[config.mk]
export PLATFORM = sky130hd
export DESIGN_NAME = lru_victim_select
export DESIGN_NICKNAME = d
export VERILOG_FILES = /design/src/rtl/lru_victim_select.sv
export SDC_FILE = /design/constraint.sdc
export NUM_CORES = 1
export LEC_CHECK = 0
export ABC_AREA = 1
export BUFFER_PORTS_ARGS = -buffer_cell sky130_fd_sc_hd__buf_2
export CAP_MARGIN = 20
export CORE_ASPECT_RATIO = 0.5
export CORE_UTILIZATION = 55
export CTS_CLUSTER_DIAMETER = 200
export DETAILED_ROUTE_END_ITERATION = 6
export GPL_ROUTABILITY_DRIVEN = 0
export PLACE_DENSITY = 0.82
export SETUP_SLACK_MARGIN = 0.02
export SYNTH_ARGS = -nofsm -noshare
export SYNTH_HDL_FRONTEND = slang
export SYNTH_SLANG_ARGS = --single-unit
[constraint.sdc]
create_clock -name i_clk -period 9.4 [get_ports i_clk]
set_input_delay 0.94 -clock i_clk [delete_from_list [all_inputs] [get_ports i_clk]]
set_output_delay 0.94 -clock i_clk [all_outputs]
set_load 0.02 [all_outputs]
[src/rtl/lru_victim_select.sv]
// rtl/lru_victim_select.sv - per-set LRU counter owner with miss victim scan
//
// Holds SETS x WAY LRU counters (WAY-1 = MRU, 0 = LRU). Hits touch a way
// directly from IDLE; a miss scans the set one way per cycle, reports the
// lowest-index invalid way (else the LRU way) and promotes it to MRU once
// the consumer commits the fill.
//
// Ports:
//   i_clk, i_rst_n                     clock, synchronous active-low reset
//   i_touch_valid/o_touch_ready        hit touch handshake
//   i_touch_set, i_touch_way           set/way of the hit
//   i_req_valid/o_req_ready            miss request handshake
//   i_req_set, i_req_vmask             set of the miss and its way valid bits
//   o_victim_valid/i_victim_ready      victim result handshake (fill commit)
//   o_victim_way, o_victim_was_invalid chosen way and why it was chosen
//   o_busy                             FSM away from IDLE
module lru_victim_select #(
  parameter  int WAY      = 4,
  parameter  int SETS     = 16,
  localparam int LRU_BITS = $clog2(WAY),
  localparam int SET_BITS = $clog2(SETS)
) (
  input  logic                i_clk,
  input  logic                i_rst_n,
  input  logic                i_touch_valid,
  output logic                o_touch_ready,
  input  logic [SET_BITS-1:0] i_touch_set,
  input  logic [LRU_BITS-1:0] i_touch_way,
  input  logic                i_req_valid,
  output logic                o_req_ready,
  input  logic [SET_BITS-1:0] i_req_set,
  input  logic [WAY-1:0]      i_req_vmask,
  output logic                o_victim_valid,
  input  logic                i_victim_ready,
  output logic [LRU_BITS-1:0] o_victim_way,
  output logic                o_victim_was_invalid,
  output logic                o_busy
);

  typedef enum logic [1:0] {S_IDLE, S_SCAN, S_RESP, S_UPDATE} state_t;

  state_t state_q, state_d;

  logic [LRU_BITS-1:0] lru_q [SETS][WAY];

  logic [SET_BITS-1:0] req_set_q;
  logic [WAY-1:0]      vmask_q;
  logic [LRU_BITS-1:0] scan_idx_q;
  logic                inv_found_q;
  logic [LRU_BITS-1:0] inv_way_q;
  logic [LRU_BITS-1:0] lru_way_q;
  logic [LRU_BITS-1:0] victim_way_q;
  logic                victim_inv_q;

  logic                touch_fire, req_fire;
  logic                scan_last, scan_invalid, scan_lru;
  logic                inv_found_d;
  logic [LRU_BITS-1:0] inv_way_d, lru_way_d;
  logic                upd_en;
  logic [SET_BITS-1:0] upd_set;
  logic [LRU_BITS-1:0] upd_way, upd_old;

  // Touches win over requests in IDLE; nothing is accepted elsewhere.
  assign touch_fire = (state_q == S_IDLE) && i_touch_valid;
  assign req_fire   = (state_q == S_IDLE) && !i_touch_valid && i_req_valid;

  assign scan_last    = (scan_idx_q == LRU_BITS'(WAY - 1));
  assign scan_invalid = !vmask_q[scan_idx_q] && !inv_found_q;
  assign scan_lru     = (lru_q[req_set_q][scan_idx_q] == '0);
  assign inv_found_d  = inv_found_q || scan_invalid;
  assign inv_way_d    = scan_invalid ? scan_idx_q : inv_way_q;
  // lru_way_q starts at 0, so a set with no zero counter falls back to way 0.
  assign lru_way_d    = scan_lru ? scan_idx_q : lru_way_q;

  // One touch port into storage, shared by hits and victim promotion.
  assign upd_en  = touch_fire || (state_q == S_UPDATE);
  assign upd_set = touch_fire ? i_touch_set : req_set_q;
  assign upd_way = touch_fire ? i_touch_way : victim_way_q;
  assign upd_old = lru_q[upd_set][upd_way];

  always_ff @(posedge i_clk) begin
    if (!i_rst_n) begin
      state_q <= S_IDLE;
    end else begin
      state_q <= state_d;
    end
  end

  always_comb begin
    state_d = state_q;
    case (state_q)
      S_IDLE:   if (req_fire) state_d = S_SCAN;
      S_SCAN:   if (scan_last) state_d = S_RESP;
      S_RESP:   if (i_victim_ready) state_d = S_UPDATE;
      S_UPDATE: state_d = S_IDLE;
      default:  state_d = S_IDLE;
    endcase
  end

  always_ff @(posedge i_clk) begin
    if (!i_rst_n) begin
      for (int s = 0; s < SETS; s++) begin
        for (int w = 0; w < WAY; w++) begin
          lru_q[s][w] <= LRU_BITS'(w);
        end
      end
    end else if (upd_en) begin
      for (int w = 0; w < WAY; w++) begin
        if (LRU_BITS'(w) == upd_way) begin
          lru_q[upd_set][w] <= LRU_BITS'(WAY - 1);
        end else if (lru_q[upd_set][w] > upd_old) begin
          lru_q[upd_set][w] <= lru_q[upd_set][w] - LRU_BITS'(1);
        end
      end
    end
  end

  always_ff @(posedge i_clk) begin
    if (!i_rst_n) begin
      req_set_q    <= '0;
      vmask_q      <= '0;
      scan_idx_q   <= '0;
      inv_found_q  <= 1'b0;
      inv_way_q    <= '0;
      lru_way_q    <= '0;
      victim_way_q <= '0;
      victim_inv_q <= 1'b0;
    end else if (req_fire) begin
      req_set_q   <= i_req_set;
      vmask_q     <= i_req_vmask;
      scan_idx_q  <= '0;
      inv_found_q <= 1'b0;
      inv_way_q   <= '0;
      lru_way_q   <= '0;
    end else if (state_q == S_SCAN) begin
      scan_idx_q  <= scan_idx_q + LRU_BITS'(1);
      inv_found_q <= inv_found_d;
      inv_way_q   <= inv_way_d;
      lru_way_q   <= lru_way_d;
      if (scan_last) begin
        victim_way_q <= inv_found_d ? inv_way_d : lru_way_d;
        victim_inv_q <= inv_found_d;
      end
    end
  end

  assign o_touch_ready        = (state_q == S_IDLE);
  assign o_req_ready          = (state_q == S_IDLE) && !i_touch_valid;
  assign o_victim_valid       = (state_q == S_RESP);
  assign o_victim_way         = victim_way_q;
  assign o_victim_was_invalid = victim_inv_q;
  assign o_busy               = (state_q != S_IDLE);

endmodule
==> results.txt <==
Root Buffer -> clkbuf_16
critical path's top delay family -> simple AND/OR/NAND/NOR gates
clk_skew -> 0.0160 ns
row count -> 33
Post-CTS Hold Fix Bufs -> 0
slew margin rel. -> 19.3%
Clock Sinks -> 152
Starting DRT DRC Count -> 1164
Max Slew Vio Count -> 0
DR WL met2 -> 11700 µm
Post-synth EDFFs -> 128
highest routed metal layer -> met4
largest cells by area after synthesis -> edfxtp_1, nand2_1, inv_1, nor2_1, dfxtp_1
Async S/R FF share, synth -> 0%
GRT Total Usage -> 30.8%
core box area -> 16400 µm²
area growth from synthesis to layout -> 7.57%
H-tree Lvls -> 4
Seq cells post-synth -> 152
Worst Hold Class -> reg2reg
Top FF cell, synth -> edfxtp_1
LEAKAGE -> 4.17 nW
Crit path top cell by count -> nand2_1
status -> finished with violations
CP Launch Type -> flip-flop
final HPWL from detailed placement -> 16700 µm
Req. time, crit path -> 9.55 ns
initial core utilization -> 56.3%
Setup Buffers After CTS -> 0
power per cell area -> 236 nW/µm²
Die ar. -> 17300 µm²
I/O pin count -> 26
failing checks -> design-rule violations
die width -> 185 µm
Worst path slowest cell -> nor3b_4
drt first pass iters -> 7
Synth area leader -> edfxtp_1
grt ovf -> 0
first-pass GRT wire length -> 39800 µm
sequential cell area -> 4320 µm²
Slew @ Worst Pin -> 1.20 ns
share of the clock period used by the worst path -> 59.7%
Fin. Hold Viols -> 0
Worst Path Class, Setup -> reg2reg
post-CTS sizing -> 0
DRC -> 4
post-synthesis sequential area ratio -> 46.8%
setup TNS -> 0 ns
share of layout cells above drive strength 1 -> 9.02%
# fillers -> 1328
routed wire length -> 26100 µm
routed wl met3 -> 3620 µm
Buf/Inv on CP -> 4
Total Power -> 2.35 mW
maximum clock insertion buffer count -> 2
Vias/cell -> 5.96
minimum clock period after layout -> 5.61 ns
# port buffers -> 25
multi-input logic area -> 3820 µm²
vias in the first global route -> 7767
Max VDD drop -> 0.143 mV
wire length per cell -> 18.2 µm
CP cell instances -> inv_1 -> ha_1 -> nand2_4 -> nand2_1 -> o21ai_4 -> nor2_2 -> inv_2 -> nor2_1 -> a21oi_1 -> nand2_1 -> nand2_1 -> nand2_1 -> inv_1 -> nand2_1 -> nand2_1 -> o21ai_0 -> nor2_1 -> ha_1 -> nand2_1 -> o21ai_0 -> nor3_2 -> buf_6 -> nor3b_4 -> nor2_1
largest net degree at the start of global routing -> 73
pre-CTS setup slack -> 3.38 ns
Fmax achieved -> 178 MHz
syn nets -> 1230
initial antenna violation count -> 0
Worst-path clk slew -> 0.07 ns
fin worst setup slack -> 3.79 ns
CP Max Fanout -> 21
Syn Inst Count -> 1197
remaining antenna violation count -> 0
clock latency on the worst-skew pair -> 0.44 ns
total CTS buffers -> 17
Max Cap Viol -> 0
WL met1 -> 9610 µm
Setup Viol. Count Final -> 0
Post-Syn Area per Cell -> 7.72 µm²
Arrival @ worst endpoint -> 5.76 ns
number of synthesis warnings -> 0
ANT cells -> 0
mapped cell area -> 9240 µm²
top cell type's share of synthesized area -> 41.6%
library cells used by synthesis -> 39
CP max stage delay -> 0.84 ns
CTS tree -> built
vias after detailed routing -> 8559
RSZ-0062 raised after global routing -> no
CP Capture Type -> flip-flop
final-stage net count -> 1229
Die Y -> 93.6 µm
[layout by cell type (no fill, tap or decap), types with 3 or more instances in the layout]
master / instances
a21oi_1: 28
a22oi_1: 28
buf_2: 25
buf_4: 3
clkbuf_16: 17
clkinv_4: 3
dfxtp_1: 24
edfxtp_1: 128
ha_1: 14
inv_1: 198
inv_2: 4
inv_4: 4
inv_6: 4
nand2_1: 267
nand2_2: 5
nand2_4: 3
nand3_1: 77
nand4_1: 36
nor2_1: 185
nor2_2: 16
nor3_1: 3
o21ai_0: 80
o21ai_1: 8
o22ai_1: 16
[Yosys cell counts (3+ instances only)]
library cell	number
a22oi_1	28
a21oi_1	28
nand3_1	77
buf_4	8
nor2_1	185
o22ai_1	16
dfxtp_1	24
nor2_2	16
nand2_2	5
edfxtp_1	128
nand4_1	36
o21ai_0	80
buf_6	10
o21ai_1	8
nand2_1	267
inv_1	198
inv_2	4
nand2_4	3
ha_1	14
nor3_1	3
clkbuf_1	28
[area by class of cell]
cell class,instances,share of cell area [%]
flip-flops and latches,152,43.5
multi-input cells,789,38.4
inverters,205,7.79
clock buffers,19,4.46
well taps,227,2.86
repair buffers,31,1.85
clock inverters,13,1.10
[metal layers]
metal,vias up,GRT usage [%]
met3,105,8.22
met2,640,49.3
li1,3900,-
met4,0,17.1
met1,3914,37.9
met5,-,0
[worst reg2reg max path: stages, from the launching register on]
cell and delay [ns]:
dfxtp_1 0.33, inv_1 0.13, ha_1 0.29, nand2_4 0.17, nand2_1 0.15, o21ai_4 0.11, nor2_2 0.66, inv_2 0.39
nor2_1 0.22, a21oi_1 0.06, nand2_1 0.07, nand2_1 0.05, nand2_1 0.13, inv_1 0.06, nand2_1 0.10, nand2_1 0.06
o21ai_0 0.08, nor2_1 0.13, ha_1 0.29, nand2_1 0.06, o21ai_0 0.13, nor3_2 0.49, buf_6 0.24, nor3b_4 0.84
nor2_1 0.10
[sequential cells by signal (all words and copies together) (netlist names), 2 cells and up, named ones only]
| signal | count |
|---|---|
| state_q | 2 |
| o_victim_way | 2 |
| lru_way_q | 2 |
| vmask_q | 4 |
| scan_idx_q | 2 |
| req_set_q | 4 |
| lru_q | 128 |
| inv_way_q | 2 |
[worst paths after layout]
kind	from	endpoint	slack [ns]	cells past startpoint
max reg2reg	state_q[1]	lru_q[1][2]	3.79	24
min	vmask_q[3]	vmask_q[3]	0.46	2
max	state_q[1]	lru_q[1][2]	3.79	24
min reg2reg	vmask_q[3]	vmask_q[3]	0.46	2
[power by group]
group | switching, mW | internal (mW) | total [mW]
Combinational | 0.659 | 0.226 | 0.885
Sequential | 0.0257 | 0.775 | 0.801
Clock | 0.309 | 0.352 | 0.661
[cells by family (layout without fill, tap and decap cells)]
kind of cell               Yosys count  count (layout)  synth area share (%)
buffers and inverters              256             268                  11.9
adders and majority gates           14              14                  1.90
AOI/OAI and AO/OA                  168             168                  10.5
DFF                                152             152                  46.8
and+or+nand+nor                    607             607                  28.9
[metrics by stage]
step | std cells | hold slack [ns] | util, % | area (µm²)
floorplan | 1197 | 0.425 | - | 9240
global placement | 1401 | 0.440 | 57.0 | 9350
detailed placement | 1401 | 0.456 | 57.0 | 9350
CTS | 1433 | 0.466 | 60.4 | 9900
global route | 1436 | 0.501 | 60.6 | 9940
finish | 1436 | 0.462 | 60.6 | 9940
Note: power is estimated with default switching activity, not from simulation.
